==> config.mk <==
export PLATFORM = sky130hd
export DESIGN_NAME = alu_seq_flat
export DESIGN_NICKNAME = d
export VERILOG_FILES = /design/src/rtl/alu_seq_if.sv /design/src/rtl/alu_seq.sv /design/src/flat_wrapper.sv
export SDC_FILE = /design/constraint.sdc
export NUM_CORES = 1
export LEC_CHECK = 0
export BUFFER_PORTS_ARGS = -buffer_cell sky130_fd_sc_hd__buf_2
export CORE_MARGIN = 5
export CORE_UTILIZATION = 45
export CTS_CLUSTER_DIAMETER = 50
export DETAILED_ROUTE_END_ITERATION = 8
export GPL_TIMING_DRIVEN = 0
export PLACE_DENSITY_LB_ADDON = 0.15
export SLEW_MARGIN = 10
export SYNTH_ARGS = -nofsm -noshare
export SYNTH_HDL_FRONTEND = slang
export SYNTH_SLANG_ARGS = --single-unit
==> constraint.sdc <==
create_clock -name clk -period 2.8 [get_ports clk]
set_input_delay 0.42 -clock clk [delete_from_list [all_inputs] [get_ports clk]]
set_output_delay 0.42 -clock clk [all_outputs]
set_load 0.05 [all_outputs]
==> src/rtl/alu_seq_if.sv <==
// Request/response bundle for alu_seq: operand handshake in, result handshake out.
interface alu_seq_if #(
  parameter int WIDTH = 4
);
  logic             in_valid;
  logic             in_ready;
  logic [WIDTH-1:0] a;
  logic [WIDTH-1:0] b;
  logic [4:0]       f;
  logic             out_valid;
  logic             out_ready;
  logic [WIDTH-1:0] y;
  logic             carry;
  logic             zero;
  logic             ovf;
  logic             illegal;

  modport master (
    output in_valid, a, b, f, out_ready,
    input  in_ready, out_valid, y, carry, zero, ovf, illegal
  );

  modport slave (
    input  in_valid, a, b, f, out_ready,
    output in_ready, out_valid, y, carry, zero, ovf, illegal
  );
endinterface

==> src/rtl/alu_seq.sv <==
// Sequential ALU: single-cycle logic/arith ops, optional shift-add multiply.
// Define ALU_SEQ_MUL_EN to compile in the multiplier and the EXEC state.
module alu_seq #(
  parameter int WIDTH = 4
) (
  input  logic      clk,
  input  logic      rst_n,
  alu_seq_if.slave  bus
);

  localparam logic [4:0] F_ADD = 5'b00010;
  localparam logic [4:0] F_SUB = 5'b00011;
  localparam logic [4:0] F_AND = 5'b01000;
  localparam logic [4:0] F_OR  = 5'b01100;
  localparam logic [4:0] F_SHR = 5'b00000;
  localparam logic [4:0] F_SHL = 5'b10000;
  localparam logic [4:0] F_MUL = 5'b00100;

  typedef enum logic [1:0] {IDLE, EXEC, DONE} state_t;

  state_t           r_state, w_next;
  logic [WIDTH-1:0] r_a, r_b;
  logic [4:0]       r_f;
  logic             w_hs, w_is_mul, w_done;
  logic [WIDTH:0]   w_sum, w_dif;
  logic [WIDTH-1:0] w_y;
  logic             w_c, w_o, w_ill;

  assign w_hs   = bus.in_valid && (r_state == IDLE);
  assign w_done = (r_state == DONE);

`ifdef ALU_SEQ_MUL_EN
  localparam int CW = $clog2(WIDTH);

  logic [2*WIDTH-1:0] r_mcand, r_prod;
  logic [WIDTH-1:0]   r_mplier;
  logic [CW-1:0]      r_cnt;

  assign w_is_mul = (bus.f == F_MUL);

  // One shift-add step per EXEC cycle; r_prod is final after WIDTH steps.
  always_ff @(posedge clk or negedge rst_n) begin
    if (!rst_n) begin
      r_mcand  <= '0;
      r_mplier <= '0;
      r_prod   <= '0;
      r_cnt    <= '0;
    end else if (w_hs) begin
      r_mcand  <= {{WIDTH{1'b0}}, bus.a};
      r_mplier <= bus.b;
      r_prod   <= '0;
      r_cnt    <= '0;
    end else if (r_state == EXEC) begin
      r_prod   <= r_mplier[0] ? r_prod + r_mcand : r_prod;
      r_mcand  <= r_mcand << 1;
      r_mplier <= r_mplier >> 1;
      r_cnt    <= r_cnt + 1'b1;
    end
  end
`else
  assign w_is_mul = 1'b0;
`endif

  always_ff @(posedge clk or negedge rst_n) begin
    if (!rst_n) r_state <= IDLE;
    else        r_state <= w_next;
  end

  always_comb begin
    w_next = r_state;
    case (r_state)
      IDLE: if (bus.in_valid) w_next = w_is_mul ? EXEC : DONE;
`ifdef ALU_SEQ_MUL_EN
      EXEC: if (r_cnt == CW'(WIDTH-1)) w_next = DONE;
`endif
      DONE: if (bus.out_ready) w_next = IDLE;
      default: w_next = IDLE;
    endcase
  end

  always_ff @(posedge clk or negedge rst_n) begin
    if (!rst_n) begin
      r_a <= '0;
      r_b <= '0;
      r_f <= '0;
    end else if (w_hs) begin
      r_a <= bus.a;
      r_b <= bus.b;
      r_f <= bus.f;
    end
  end

  assign w_sum = {1'b0, r_a} + {1'b0, r_b};
  assign w_dif = {1'b0, r_a} - {1'b0, r_b};

  always_comb begin
    w_y   = '0;
    w_c   = 1'b0;
    w_o   = 1'b0;
    w_ill = 1'b0;
    case (r_f)
      F_ADD: begin
        w_y = w_sum[WIDTH-1:0];
        w_c = w_sum[WIDTH];
        w_o = (r_a[WIDTH-1] == r_b[WIDTH-1]) && (w_sum[WIDTH-1] != r_a[WIDTH-1]);
      end
      F_SUB: begin
        w_y = w_dif[WIDTH-1:0];
        w_c = w_dif[WIDTH];
        w_o = (r_a[WIDTH-1] != r_b[WIDTH-1]) && (w_dif[WIDTH-1] != r_a[WIDTH-1]);
      end
      F_AND: w_y = r_a & r_b;
      F_OR:  w_y = r_a | r_b;
      F_SHR: begin
        w_y = {1'b0, r_a[WIDTH-1:1]};
        w_c = r_a[0];
      end
      F_SHL: begin
        w_y = {r_a[WIDTH-2:0], 1'b0};
        w_c = r_a[WIDTH-1];
      end
`ifdef ALU_SEQ_MUL_EN
      F_MUL: begin
        w_y = r_prod[WIDTH-1:0];
        w_c = |r_prod[2*WIDTH-1:WIDTH];
      end
`endif
      default: w_ill = 1'b1;
    endcase
  end

  // Outputs are forced to zero outside DONE so reset and idle look clean.
  assign bus.in_ready  = (r_state == IDLE);
  assign bus.out_valid = w_done;
  assign bus.y         = w_done ? w_y : '0;
  assign bus.carry     = w_done & w_c;
  assign bus.ovf       = w_done & w_o;
  assign bus.illegal   = w_done & w_ill;
  assign bus.zero      = w_done & (w_y == '0);

endmodule

==> src/flat_wrapper.sv <==
// flat-port wrapper written by rule: the top's interface ports become plain ports
module alu_seq_flat 
#(
  parameter int WIDTH = 4
)
  (clk, rst_n, bus_in_valid, bus_a, bus_b, bus_f, bus_out_ready, bus_in_ready, bus_out_valid, bus_y, bus_carry, bus_zero, bus_ovf, bus_illegal);
  alu_seq_if #(.WIDTH(WIDTH)) bus_i ();
  input  logic clk;
  input  logic rst_n;
  input wire logic [$bits(bus_i.in_valid)-1:0] bus_in_valid;
  input wire logic [$bits(bus_i.a)-1:0] bus_a;
  input wire logic [$bits(bus_i.b)-1:0] bus_b;
  input wire logic [$bits(bus_i.f)-1:0] bus_f;
  input wire logic [$bits(bus_i.out_ready)-1:0] bus_out_ready;
  output wire logic [$bits(bus_i.in_ready)-1:0] bus_in_ready;
  output wire logic [$bits(bus_i.out_valid)-1:0] bus_out_valid;
  output wire logic [$bits(bus_i.y)-1:0] bus_y;
  output wire logic [$bits(bus_i.carry)-1:0] bus_carry;
  output wire logic [$bits(bus_i.zero)-1:0] bus_zero;
  output wire logic [$bits(bus_i.ovf)-1:0] bus_ovf;
  output wire logic [$bits(bus_i.illegal)-1:0] bus_illegal;
  assign bus_i.in_valid = bus_in_valid;
  assign bus_i.a = bus_a;
  assign bus_i.b = bus_b;
  assign bus_i.f = bus_f;
  assign bus_i.out_ready = bus_out_ready;
  assign bus_in_ready = bus_i.in_ready;
  assign bus_out_valid = bus_i.out_valid;
  assign bus_y = bus_i.y;
  assign bus_carry = bus_i.carry;
  assign bus_zero = bus_i.zero;
  assign bus_ovf = bus_i.ovf;
  assign bus_illegal = bus_i.illegal;
  alu_seq #(.WIDTH(WIDTH)) u_core (.clk(clk), .rst_n(rst_n), .bus(bus_i));
endmodule
==> flow_summary.toml <==
[floorplan]
core.rowCount = 18
dieArea_mm2 = 0.00379
die_w_um = 61.5
pin_count = 27
die_h_um = 61.5
start_util_pct = 47.8
placeableCoreArea_mm2 = 0.00250

[logic_synthesis]
synth-edff-count = 0
synth_adder_area_share_pct = 15.9
netlist_area_mm2 = 0.00119
yosys-top-cells-count = "dfrtp_1 (14), inv_1 (14), nand2_1 (13)"
synth_compound_area_share_pct = 16.9
synth-simple-area-share_pct = 18.8
syn_inst = 131
yosysWarningCount = 0
synth_top_family_by_area = "simple AND/OR/NAND/NOR gates"
yosys-top-cells-area = "dfrtp_1 (29%), ha_1 (13%), mux2_2 (4.7%)"
yosysUniqueCellTypes = 41
synthXorXnorAreaFrac_pct = 1.47
syn_area_per_cell_um2 = 9.12
ys_ff_latch = 14
ys_seq_area_share_pct = 29.3
async_flop_share_pct = 100
synth_top_area_cell = "dfrtp_1"
ys.flop_type = "dfrtp_1"
syn_nets = 162
synthMuxAreaShare_pct = 9.84
synth_top_area_share_pct = 29.3

[cells_and_area]
finalNonFillerCells = 199
post-route-util_pct = 61.9
final_nets = 201
drive_gt1_share_pct = 41.4
synthToLayoutAreaGrowth_pct = 29.5
nFillCells = 209
num_antenna_cells = 0

[cts]
clock-root-buffer = "clkbuf_4"
cts_tree = "done"
cts.sinks = 14
clk_latency_ps = 290
hold_buffers = 0
htreeDepth = 1
numCtsBuffers = 3
clk_path_buf_depth = 2
cts.clk_slew.worst_paths_ps = 90

[sta]
worst_hold_slack_ps = 15.2
setup_viol = 1
relSlewSlack_pct = 69.0
fin_crit_sh_pct = 101
finalWorstSetupSlack_ps = -14.9
hold_violations = 0
tightest_slew_ps = 463
fmax_mhz = 355
finClkSkew_ps = 5.33
fin_tns_setup_ps = -14.9
report.final.slew_viol_count = 0
rsz0062_at_grt = "true"
period_needed_ps = 2810

[place]
gp_congestion = 1.00
dp_hpwl_um = 2270
dp.cells = 187
io_buffers = 26
dp_slack_ps = 43.8

[critical_path]
cp-end-kind = "output pin"
cpMostUsedCell = "buf_6"
crit_slowest_cell = "dfrtp_1"
arrival_ps = 2390
rrSetupSlack_ps = 1200
cp_max_fo = 2
cp-start-kind = "flop"
cp.buffers_inverters = 3
slowest_delay_ps = 380
cp_cell_sequence = "buf_6 -> ha_4 -> inv_2 -> fa_2 -> mux2i_1 -> xnor2_1 -> a22oi_1 -> o21ai_2 -> nor4_4 -> buf_6"
cp_top_family = "adder cells"
cp.required_ps = 2380
crit_type = "flop to output pin"

[detailed_routing]
drc = 0
drt_iter0_markers = 47
wl_um = 3120
dr.pass1.iters = 6
ant_nets = 0
vias_per_cell = 5.47
wl_per_cell_um = 15.7
num_vias = 1089

[global_routing]
grt_pass1_wl_um = 5050
overflow = 0
grt_max_degree = 15
grt_pass1_vias = 1077
grt_use_total_pct = 18.3
antenna_found_initial = 0

[min_path]
min_path_type = "primary input to async pin"

[pwr]
ir_drop_uv = 486
powerDensity_mw_per_mm2 = 691
p_leak_nw = 0.705

[outcome]
run_status = "complete, but fails checks"
violations = "negative setup slack"

[run]
max_cap_viol_count = 0
[path summary, 6_finish.rpt]
kind	startpoint	endpoint	cells after the start
max	u_core.r_a[0]	bus_zero	10
min	rst_n	u_core.r_f[1]	1
max reg2reg	u_core.r_state[1]	u_core.r_f[1]	4
min reg2reg	u_core.r_a[2]	u_core.r_a[2]	2
max in group asynchronous	rst_n	u_core.r_b[0]	1
min in group clk	bus_out_ready	u_core.r_state[1]	2
[power by group]
| group | internal (mW) | switching, mW | total (mW) |
|---|---|---|---|
| clock | 0.0792 | 0.0733 | 0.153 |
| sequential | 0.246 | 0.0480 | 0.294 |
| combinational | 0.258 | 0.365 | 0.623 |
| total | 0.582 | 0.487 | 1.07 |
[cell usage in the layout, fill, tap and decap left out, types with 3 or more instances in the layout]
master	synthesis	layout
nand3_1	4	4
dfrtp_2	0	3
nand2_1	13	13
mux2_2	5	5
buf_4	1	9
inv_1	14	8
inv_2	1	7
ha_1	12	10
buf_2	2	25
o211ai_1	3	3
a21oi_1	5	4
dfrtp_1	14	11
and2_1	3	3
nor2_1	4	4
nor3_1	3	3
clkbuf_4	0	3
buf_6	1	4
o21ai_0	10	10
mux2i_1	5	5
[stage by stage]
stage,area [µm²],total power [mW]
after floorplan,1200,0.694
after global placement,1370,0.803
after detailed placement,1370,0.816
after CTS,1470,1.02
after global routing,1550,1.14
final,1550,1.07
[timing repair]
item	CTS	global route
gates resized for setup	11	17
endpoints found under the setup margin	4	5
setup buffers	5	3
pin swaps	4	6
[state kept, by name (all words and copies together) (netlist names)]
| name | cells |
|---|---|
| u_core.r_state | 1 |
| u_core.r_b | 4 |
| u_core.r_a | 4 |
| u_core.r_f | 5 |
[area by class of cell]
| cell class | instances | area (µm²) | share of cell area, % |
|---|---|---|---|
| Sequential cell | 14 | 354 | 22.9 |
| Clock buffer | 4 | 36.3 | 2.34 |
| Inverter | 15 | 56.3 | 3.64 |
| Multi-Input combinational cell | 96 | 818 | 52.9 |
| Tap cell | 30 | 37.5 | 2.43 |
| Timing Repair Buffer | 34 | 209 | 13.5 |
| Buffer | 6 | 36.3 | 2.34 |
[routing by layer]
layer / part of all wire, % / track usage (%)
met4: 1.7 / 5.45
met1: 44 / 24.2
met3: 6.1 / 3.14
met5: 0 / 0
met2: 48 / 30.6
[logic make-up (layout without fill, tap and decap cells)]
logic type / after synthesis / in the layout
and+or+nand+nor: 38 / 38
AOI/OAI and AO/OA: 31 / 31
buffers and inverters: 21 / 59
adders and majority gates: 14 / 14
DFF: 14 / 14
muxes: 11 / 11
xor gates and xnor gates: 2 / 2
No activity file was read; power rests on OpenSTA's default activity.
